### src/rtl/piso_pkg.sv
// Shared types and helpers for the piso_serializer parallel-in/serial-out transmitter.
`timescale 1ns/1ps
package piso_pkg;

    localparam int STATE_W = 2;

    typedef enum logic [STATE_W-1:0] {
        S_IDLE   = 2'd0,
        S_SHIFT  = 2'd1,
        S_PARITY = 2'd2
    } state_t;

    function automatic int cnt_width(input int width);
        return $clog2(width + 1);
    endfunction

    // Even parity: the bit that makes the total count of ones even.
    function automatic logic even_parity(input logic [63:0] word);
        return ^word;
    endfunction

endpackage

### src/rtl/piso_serializer_if.sv
// Load handshake and serial-line bundle between a word source and piso_serializer.
`timescale 1ns/1ps
interface piso_serializer_if #(parameter int WIDTH = 4) ();
    logic             load_valid;
    logic             load_ready;
    logic [WIDTH-1:0] pdata;
    logic             sout;
    logic             sout_valid;
    logic             frame_start;
    logic             busy;
    logic             done;

    modport master (
        output load_valid, pdata,
        input  load_ready, sout, sout_valid, frame_start, busy, done
    );

    modport slave (
        input  load_valid, pdata,
        output load_ready, sout, sout_valid, frame_start, busy, done
    );
endinterface

### src/rtl/piso_bit_counter.sv
// Index of the frame bit currently on the serial line; flags the last and next-to-last data bits.
`timescale 1ns/1ps
module piso_bit_counter
    import piso_pkg::*;
#(
    parameter int WIDTH   = 4,
    parameter int MAX_CNT = WIDTH - 1
) (
    input  logic clk,
    input  logic rst,
    input  logic clear,
    input  logic inc,
    output logic last_data,
    output logic pre_last
);
    localparam int CW = cnt_width(WIDTH);

    logic [CW-1:0] cnt_r;

    // Clear wins over increment; the count saturates instead of wrapping.
    always_ff @(posedge clk or posedge rst) begin
        if (rst) begin
            cnt_r <= {CW{1'b0}};
        end else if (clear) begin
            cnt_r <= {CW{1'b0}};
        end else if (inc && (cnt_r != CW'(MAX_CNT))) begin
            cnt_r <= cnt_r + CW'(1);
        end
    end

    assign last_data = (cnt_r == CW'(WIDTH - 1));
    assign pre_last  = (cnt_r == CW'(WIDTH - 2));
endmodule

### src/rtl/piso_serializer.sv
// MSB-first serializer with valid/ready load and back-to-back frames.
// Define PISO_PARITY_EN to append an even-parity bit to every frame.
`timescale 1ns/1ps
module piso_serializer
    import piso_pkg::*;
#(
    parameter int   WIDTH      = 4,
    parameter logic IDLE_LEVEL = 1'b0
) (
    input logic             clk,
    input logic             rst,
    piso_serializer_if.slave bus
);
`ifdef PISO_PARITY_EN
    localparam bit PAR_EN = 1'b1;
`else
    localparam bit PAR_EN = 1'b0;
`endif

    state_t           state_r;
    logic [WIDTH-2:0] sr_r;
    logic             sout_r;
    logic             sout_valid_r;
    logic             frame_start_r;
    logic             done_r;
    logic             busy_r;
`ifdef PISO_PARITY_EN
    logic             par_r;
`endif
    logic             ready_s;
    logic             hs_s;
    logic             last_s;
    logic             pre_last_s;

    // Accept a word when idle or while the final bit of the current frame is on the line.
    always_comb begin
        ready_s = 1'b0;
        case (state_r)
            S_IDLE:   ready_s = 1'b1;
            S_SHIFT:  ready_s = last_s && !PAR_EN;
            S_PARITY: ready_s = 1'b1;
            default:  ready_s = 1'b0;
        endcase
    end

    assign hs_s = bus.load_valid && ready_s;

    piso_bit_counter #(
        .WIDTH   (WIDTH),
        .MAX_CNT (PAR_EN ? WIDTH : WIDTH - 1)
    ) u_cnt (
        .clk       (clk),
        .rst       (rst),
        .clear     (ready_s),
        .inc       (state_r == S_SHIFT),
        .last_data (last_s),
        .pre_last  (pre_last_s)
    );

    // FSM, shift register and registered line outputs; sr_r holds the bits still to be sent.
    always_ff @(posedge clk or posedge rst) begin
        if (rst) begin
            state_r       <= S_IDLE;
            sr_r          <= {(WIDTH-1){1'b0}};
            sout_r        <= IDLE_LEVEL;
            sout_valid_r  <= 1'b0;
            frame_start_r <= 1'b0;
            done_r        <= 1'b0;
            busy_r        <= 1'b0;
`ifdef PISO_PARITY_EN
            par_r         <= 1'b0;
`endif
        end else if (hs_s) begin
            state_r       <= S_SHIFT;
            sr_r          <= bus.pdata[WIDTH-2:0];
            sout_r        <= bus.pdata[WIDTH-1];
            sout_valid_r  <= 1'b1;
            frame_start_r <= 1'b1;
            done_r        <= 1'b0;
            busy_r        <= 1'b1;
`ifdef PISO_PARITY_EN
            par_r         <= even_parity(64'(bus.pdata));
`endif
        end else begin
            case (state_r)
                S_SHIFT: begin
                    if (!last_s) begin
                        sout_r        <= sr_r[WIDTH-2];
                        sr_r          <= sr_r << 1'b1;
                        frame_start_r <= 1'b0;
                        done_r        <= pre_last_s && !PAR_EN;
                    end else begin
`ifdef PISO_PARITY_EN
                        state_r       <= S_PARITY;
                        sout_r        <= par_r;
                        frame_start_r <= 1'b0;
                        done_r        <= 1'b1;
`else
                        state_r       <= S_IDLE;
                        sout_r        <= IDLE_LEVEL;
                        sout_valid_r  <= 1'b0;
                        frame_start_r <= 1'b0;
                        done_r        <= 1'b0;
                        busy_r        <= 1'b0;
`endif
                    end
                end
                default: begin
                    state_r       <= S_IDLE;
                    sout_r        <= IDLE_LEVEL;
                    sout_valid_r  <= 1'b0;
                    frame_start_r <= 1'b0;
                    done_r        <= 1'b0;
                    busy_r        <= 1'b0;
                end
            endcase
        end
    end

    assign bus.load_ready  = ready_s;
    assign bus.sout        = sout_r;
    assign bus.sout_valid  = sout_valid_r;
    assign bus.frame_start = frame_start_r;
    assign bus.done        = done_r;
    assign bus.busy        = busy_r;
endmodule

### src/flat_wrapper.sv
// flat-port wrapper written by rule: the top's interface ports become plain ports
module piso_serializer_flat import piso_pkg::*;
#(
    parameter int   WIDTH      = 4,
    parameter logic IDLE_LEVEL = 1'b0
)
  (clk, rst, bus_load_valid, bus_pdata, bus_load_ready, bus_sout, bus_sout_valid, bus_frame_start, bus_busy, bus_done);
  piso_serializer_if #(.WIDTH(WIDTH)) bus_i ();
  input logic clk;
  input logic rst;
  input wire logic [$bits(bus_i.load_valid)-1:0] bus_load_valid;
  input wire logic [$bits(bus_i.pdata)-1:0] bus_pdata;
  output wire logic [$bits(bus_i.load_ready)-1:0] bus_load_ready;
  output wire logic [$bits(bus_i.sout)-1:0] bus_sout;
  output wire logic [$bits(bus_i.sout_valid)-1:0] bus_sout_valid;
  output wire logic [$bits(bus_i.frame_start)-1:0] bus_frame_start;
  output wire logic [$bits(bus_i.busy)-1:0] bus_busy;
  output wire logic [$bits(bus_i.done)-1:0] bus_done;
  assign bus_i.load_valid = bus_load_valid;
  assign bus_i.pdata = bus_pdata;
  assign bus_load_ready = bus_i.load_ready;
  assign bus_sout = bus_i.sout;
  assign bus_sout_valid = bus_i.sout_valid;
  assign bus_frame_start = bus_i.frame_start;
  assign bus_busy = bus_i.busy;
  assign bus_done = bus_i.done;
  piso_serializer #(.WIDTH(WIDTH), .IDLE_LEVEL(IDLE_LEVEL)) u_core (.clk(clk), .rst(rst), .bus(bus_i));
endmodule
### config.mk
export PLATFORM = sky130hd
export DESIGN_NAME = piso_serializer_flat
export DESIGN_NICKNAME = d
export VERILOG_FILES = /design/src/rtl/piso_pkg.sv /design/src/rtl/piso_serializer_if.sv /design/src/rtl/piso_bit_counter.sv /design/src/rtl/piso_serializer.sv /design/src/flat_wrapper.sv
export SDC_FILE = /design/constraint.sdc
export NUM_CORES = 1
export LEC_CHECK = 0
export CORE_AREA = 2 2 39 41
export CTS_BUF_LIST = sky130_fd_sc_hd__clkbuf_16
export DETAILED_ROUTE_END_ITERATION = 12
export DIE_AREA = 0 0 41 43
export PLACE_DENSITY = 0.66
export REMOVE_ABC_BUFFERS = 1
export SETUP_SLACK_MARGIN = 0.1
export SYNTH_ARGS = -nofsm -noshare
export SYNTH_HDL_FRONTEND = slang
export SYNTH_HIERARCHICAL = 1
export SYNTH_SLANG_ARGS = --single-unit
### constraint.sdc
create_clock -name clk -period 2 [get_ports clk]
set_input_delay 0.4 -clock clk [delete_from_list [all_inputs] [get_ports clk]]
set_output_delay 0.4 -clock clk [all_outputs]
set_load 0.005 [all_outputs]
==> results of run 1 <==
## logic make-up after synthesis
family                   synth area share, %
AND/OR/NAND/NOR                         18.6
flip-flops                              49.5
adder cells (fa/ha/maj)                 7.43
AO/OA/AOI/OAI                           2.47
buffers and inverters                   5.20
multiplexers                            16.8
## cell usage in the layout, fill, tap and decap left out
cell	netlist	final
clkdlybuf4s50_1	0	11
dfrtp_1	10	10
buf_4	1	8
inv_1	4	4
clkbuf_16	0	3
nor2_1	3	3
mux2_1	3	3
and2_1	2	2
mux2_4	2	2
and2b_4	2	2
nor2b_1	2	2
ha_2	0	2
clkdlybuf4s15_1	0	1
and2b_1	1	1
mux2i_1	1	1
inv_2	1	1
nand2b_2	1	1
nand2_1	1	1
nand3b_1	1	1
o21ai_1	1	1
mux2_2	1	1
or4b_1	1	1
o31ai_1	1	1
ha_1	3	1
## state kept, by name (all words and copies together) (netlist names)
register and count:
u_core/bus.done 1, u_core/bus.busy 1, u_core/bus.sout 1, u_core/u_cnt/cnt_r 3, u_core/sr_r 3, u_core/bus.frame_start 1
## critical path, stage by stage, from the launching register on
cell     delay [ns]
dfrtp_1        0.38
ha_2           0.18
ha_2           0.17
and2b_1        0.21
inv_2          0.05
buf_4          0.15
or4b_1         0.52
o31ai_1        0.08
## routing by layer
metal	track usage, %	wire length, um
met1	13.9	366
met2	20.9	503
met3	6.28	44
met4	8.00	14
met5	0	0
## final cells by class
type	count	area, um2	share of cell area [%]
Tap cell	16	20.0	2.57
Sequential cell	10	250	32.2
Multi-Input combinational cell	26	234	30.1
Inverter	5	18.8	2.41
Clock buffer	3	75.1	9.65
Timing Repair Buffer	20	180	23.2
## per-stage QoR
step / cells / setup slack (ns) / hold slack (ns) / area, um2 / power, mW
after global placement: 72 / 0.110 / 0.488 / 661 / 0.798
after CTS: 79 / 0.107 / 0.383 / 767 / 1.21
final: 80 / 0.169 / 0.372 / 778 / 1.21
after floorplan: 41 / 0.210 / 0.154 / 498 / 0.600
after detailed placement: 72 / 0.0892 / 0.494 / 661 / 0.811
after global routing: 80 / 0.0987 / 0.416 / 778 / 1.30
## repair_timing
action,CTS,global route
setup endpoints to repair,2,2
pin swaps,0,1
hold buffers,0,0
buffers inserted,4,1
gates resized for setup,2,2
## final timing paths
path                                       start                endpoint  cells after the start
hold / removal                               rst   u_core/u_cnt/cnt_r[1]                      2
hold reg to reg                   u_core/sr_r[1]          u_core/sr_r[2]                      1
setup reg to reg           u_core/u_cnt/cnt_r[1]   u_core/u_cnt/cnt_r[2]                      7
max in group asynchronous                    rst  u_core/bus.frame_start                      2
setup / recovery           u_core/u_cnt/cnt_r[1]   u_core/u_cnt/cnt_r[2]                      7
min in group clk                  u_core/sr_r[1]          u_core/sr_r[2]                      1
## power by group through the flow
stage	registers [mW]	clock network, mW	logic (mW)
finish	0.317	0.346	0.551
global route	0.329	0.364	0.609
CTS	0.318	0.356	0.538
detailed placement	0.328	0	0.483
global placement	0.323	0	0.474
floorplan	0.323	0	0.277
==> flow_summary.toml, run 1 <==
[run_status]
status = "complete, no violations"

[sta]
slew_viol_final = 0
rsz0062_at_grt = "no"
min_period_ns = 1.83
setup_viol_count_final = 0
fmax_mhz = 546
hold_viol = 0
max_slew.worst_pin.slew_ns = 0.285
clock_skew_ns = 0.000483
fin_setup_tns_ns = 0
period_share_pct = 91.6
relSlewSlack_pct = 81.0

[global_route]
grt_max_degree = 8
grt_pass1_vias = 365
antenna_found_initial = 0
gr-usage-all-layers_pct = 13.5
grt_pass1_wl_um = 1500
globalRouteOverflowTotal = 0

[power_and_ir_drop]
p_sw_mw = 0.319
comb_power_share_pct = 45.4
clock_power_share_pct = 28.5
p_leak_nw = 0.375
seqPwrFrac_pct = 26.1
sw_frac_of_total_pct = 26.3
powerDensity_mw_per_mm2 = 1560
peakVddDrop_uv = 1240
intPower_mw = 0.895

[floorplanning]
die_h_um = 43
rows = 14
die_area_mm2 = 0.00176
num_io_pins = 13
die_x_um = 41
coreArea_mm2 = 0.00138
start_util_pct = 36.5

[clocking]
clk_latency_ns = 0.23
clk_path_buf_depth = 2
clock-sinks = 10
cts_buffers = 3
cts-root-buf = "clkbuf_16"
clkTransAtPathRegs_ns = 0.04
cts_tree = "yes"
htreeDepth = 1

[yosys]
synth_most_common_cell = "dfrtp_1"
synth_edf_count = 0
synthTopCellsByCount = "dfrtp_1, inv_1, ha_1, mux2_1, nor2_1"
syn_area_um2 = 505
ys.flop_type = "dfrtp_1"
yosysUniqueCellTypes = 20
ys_ff_latch = 10
synth_top_area_share_pct = 49.5
syn_inst = 42
ys_top_cells_by_area = "dfrtp_1, ha_1, mux2_1"
synthArstFlopShare_pct = 100
ys_warn_count = 6
synth.avg_cell_area_um2 = 12.0
yosysTopAreaCell = "dfrtp_1"
yosysSeqAreaShare_pct = 49.5

[critical_path]
cp-end-kind = "register"
path_max_fanout = 6
required_ns = 2.14
crit_type = "register to register"
critPathArrivalTime_ns = 1.97
start_kind = "register"
r2r_slack_ns = 0.17

[flow_run]
max_cap_violations = 0

[route]
vias = 361
post_drt_wl_per_cell_um = 11.6
ant_nets = 0
viasPerCell = 4.51
drt_iter0_drc = 0
drt_wl_total_um = 929
drc = 0
firstDrtPassIters = 1

[cells_and_area]
finalNetCount = 76
final.fill_count = 121
final_util_pct = 56.2
area_growth_pct = 54.0
diodes = 0
drive_above_1_share_pct = 31.3

[worst_hold_path]
hold_path_class = "input pin to asynchronous set/reset pin"

[placement]
dpl.hpwl_um = 703
routabilityCongestion = 0.668
port_buffers = 12
Power figures use the tool's default switching activity.
==> inputs of run 2 (changes only) <==
==> constraint.sdc (replaced) <==
create_clock -name clk -period 2.3 [get_ports clk]
set_input_delay 0.46 -clock clk [delete_from_list [all_inputs] [get_ports clk]]
set_output_delay 0.46 -clock clk [all_outputs]
set_load 0.05 [all_outputs]
==> run 2 against run 1 <==
Sequential share of layout area is 2.4 points higher. Global-route usage is 0.74 points higher. Clock power fell by 14%.
==> flow_summary.toml, run 2 (synthesized netlist as in run 1, its figures left out) <==
[floorplanning]
die_area_mm2 = 0.00176
num_io_pins = 13
die_h_um = 43
start_util_pct = 36.5
rows = 14
die_x_um = 41
coreArea_mm2 = 0.00138

[placement]
place_ws_ns = 0.375
port_buffers = 12
dpl.hpwl_um = 718
routabilityCongestion = 0.642

[clocking]
cts_buffers = 3
ctsHoldBuffers = 0
cts-root-buf = "clkbuf_16"
clock-sinks = 10
post_cts_resized = 0
cts_tree = "yes"
clkTransAtPathRegs_ns = 0.04
clk_latency_ns = 0.23
clk_path_buf_depth = 2
cts_setup_buffers = 0
htreeDepth = 1

[cells_and_area]
drive_above_1_share_pct = 21.4
area_growth_pct = 43.3
final_common_cell = "clkdlybuf4s50_1"
finalNetCount = 68
reg.largest.list = "u_core/sr_r: 3 flops, u_core/u_cnt/cnt_r: 3 flops"
layout_common_cells = "clkdlybuf4s50_1, dfrtp_1, inv_1"
diodes = 0

[critical_path]
r2r_cells = 6
r2r_start = "u_core/u_cnt/cnt_r[0]"
worst-path-buf-inv = 2
critPathArrivalTime_ns = 1.62
r2r_slack_ns = 0.37
path_cells = "ha_1 -> ha_1 -> and2b_2 -> inv_2 -> buf_12"
cp_num_cells = 5
crit_path_start = "u_core/u_cnt/cnt_r[0]"
cpMaxStageDelayCell = "dfrtp_1"
cp_top_family = "adder cells"
path_max_fanout = 11
required_ns = 1.84
start_kind = "register"
cp-end-kind = "primary output"
r2r_end = "u_core/u_cnt/cnt_r[2]"
crit_path_frequent_cell = "ha_1"
crit_type = "register to primary output"
max_stage_delay_ns = 0.39

[sta]
postLayoutSetupSlackWorst_ns = 0.221
fmax_mhz = 481
rsz0062_at_grt = "no"
relSlewSlack_pct = 67.4
min_period_ns = 2.08
setup_viol_count_final = 0
hold_viol = 0
fin_setup_tns_ns = 0
slew_viol_final = 0
max_slew.worst_pin.slew_ns = 0.488
clock_skew_ns = 0.000676
period_share_pct = 90.4

[route]
firstDrtPassIters = 3
drc = 0
met3_length_um = 44
viasPerCell = 4.75
ant_nets = 0
drt_wl_total_um = 941
top_layer_used = "met3"
wl_met2_um = 471
met1Wirelength_um = 424
post_drt_wl_per_cell_um = 13.1
drt_iter0_drc = 2
vias = 342

[power_and_ir_drop]
sw_frac_of_total_pct = 36.2
p_leak_nw = 0.343
p_total_mw = 1.13
clock_power_share_pct = 26.3
comb_power_share_pct = 48.5
powerDensity_mw_per_mm2 = 1560
seqPwrFrac_pct = 25.2
intPower_mw = 0.721
peakVddDrop_uv = 807
p_sw_mw = 0.409

[run_status]
status = "complete, no violations"

[flow_run]
max_cap_violations = 0

[global_route]
grt_max_degree = 12
grt_pass1_vias = 363
grt_pass1_wl_um = 1570
globalRouteOverflowTotal = 0
antenna_found_initial = 0
gr-usage-all-layers_pct = 14.2

[worst_hold_path]
hold_path_class = "input pin to asynchronous set/reset pin"
-- run 2: cell types whose count changed in the layout (fill, tap and decap cells not counted) --
cell,change
ha_1,+2
ha_2,-2
buf_12,+1
and2b_1,-1
buf_4,-8
clkdlybuf4s15_1,-1
and2b_2,+1
-- run 2: cell type report --
class	instances	area, um2
timing repair buffer	12	130
multi-input combinational	26	230
inverter	5	18.8
tap	16	20.0
sequential	10	250
fill	125	659
clock buffer	3	75.1
-- run 2: layer usage --
metal / GRT usage [%] / vias to the layer above
met5: 0 / -
met2: 19.4 / 9
met3: 6.28 / 0
met4: 10.0 / 0
met1: 17.0 / 166
li1: - / 167
-- run 2: power by group through the flow --
| stage | Clock [mW] | Combinational (mW) | Sequential [mW] |
|---|---|---|---|
| finish | 0.298 | 0.549 | 0.284 |
| global route | 0.316 | 0.590 | 0.295 |
| CTS | 0.307 | 0.549 | 0.286 |
| detailed placement | 0 | 0.544 | 0.288 |
| global placement | 0 | 0.538 | 0.282 |
| floorplan | 0 | 0.276 | 0.385 |
-- run 2: per-stage QoR --
stage	hold WS, ns	utilization [%]	cell area [um2]	instances
3_3_place_gp	0.493	46.8	648	69
4_1_cts	0.428	52.3	723	72
5_1_grt	0.476	52.4	724	72
3_5_place_dp	0.507	46.8	648	69
2_1_floorplan	0.214	-	498	41
6_report	0.432	52.4	724	72
-- run 2: worst max path at each step --
stage | endpoint | slack [ns]
2_1_floorplan | u_core/u_cnt/cnt_r[2] | 0.21
3_3_place_gp | u_core/u_cnt/cnt_r[2] | 0.44
3_5_place_dp | u_core/u_cnt/cnt_r[2] | 0.38
4_1_cts | bus_load_ready | 0.17
5_1_grt | bus_load_ready | 0.13
6_report | bus_load_ready | 0.22
==> inputs of run 3 (changes only) <==
--- a/config.mk
+++ b/config.mk
@@ -7,6 +7,7 @@
 export LEC_CHECK = 0
 export CORE_AREA = 2 2 39 41
 export CTS_BUF_LIST = sky130_fd_sc_hd__clkbuf_16
+export CTS_CLUSTER_DIAMETER = 50
 export DETAILED_ROUTE_END_ITERATION = 12
 export DIE_AREA = 0 0 41 43
 export PLACE_DENSITY = 0.66
==> results of run 3 <==
The final DEF is identical to that of run 2; final timing and power are the same.
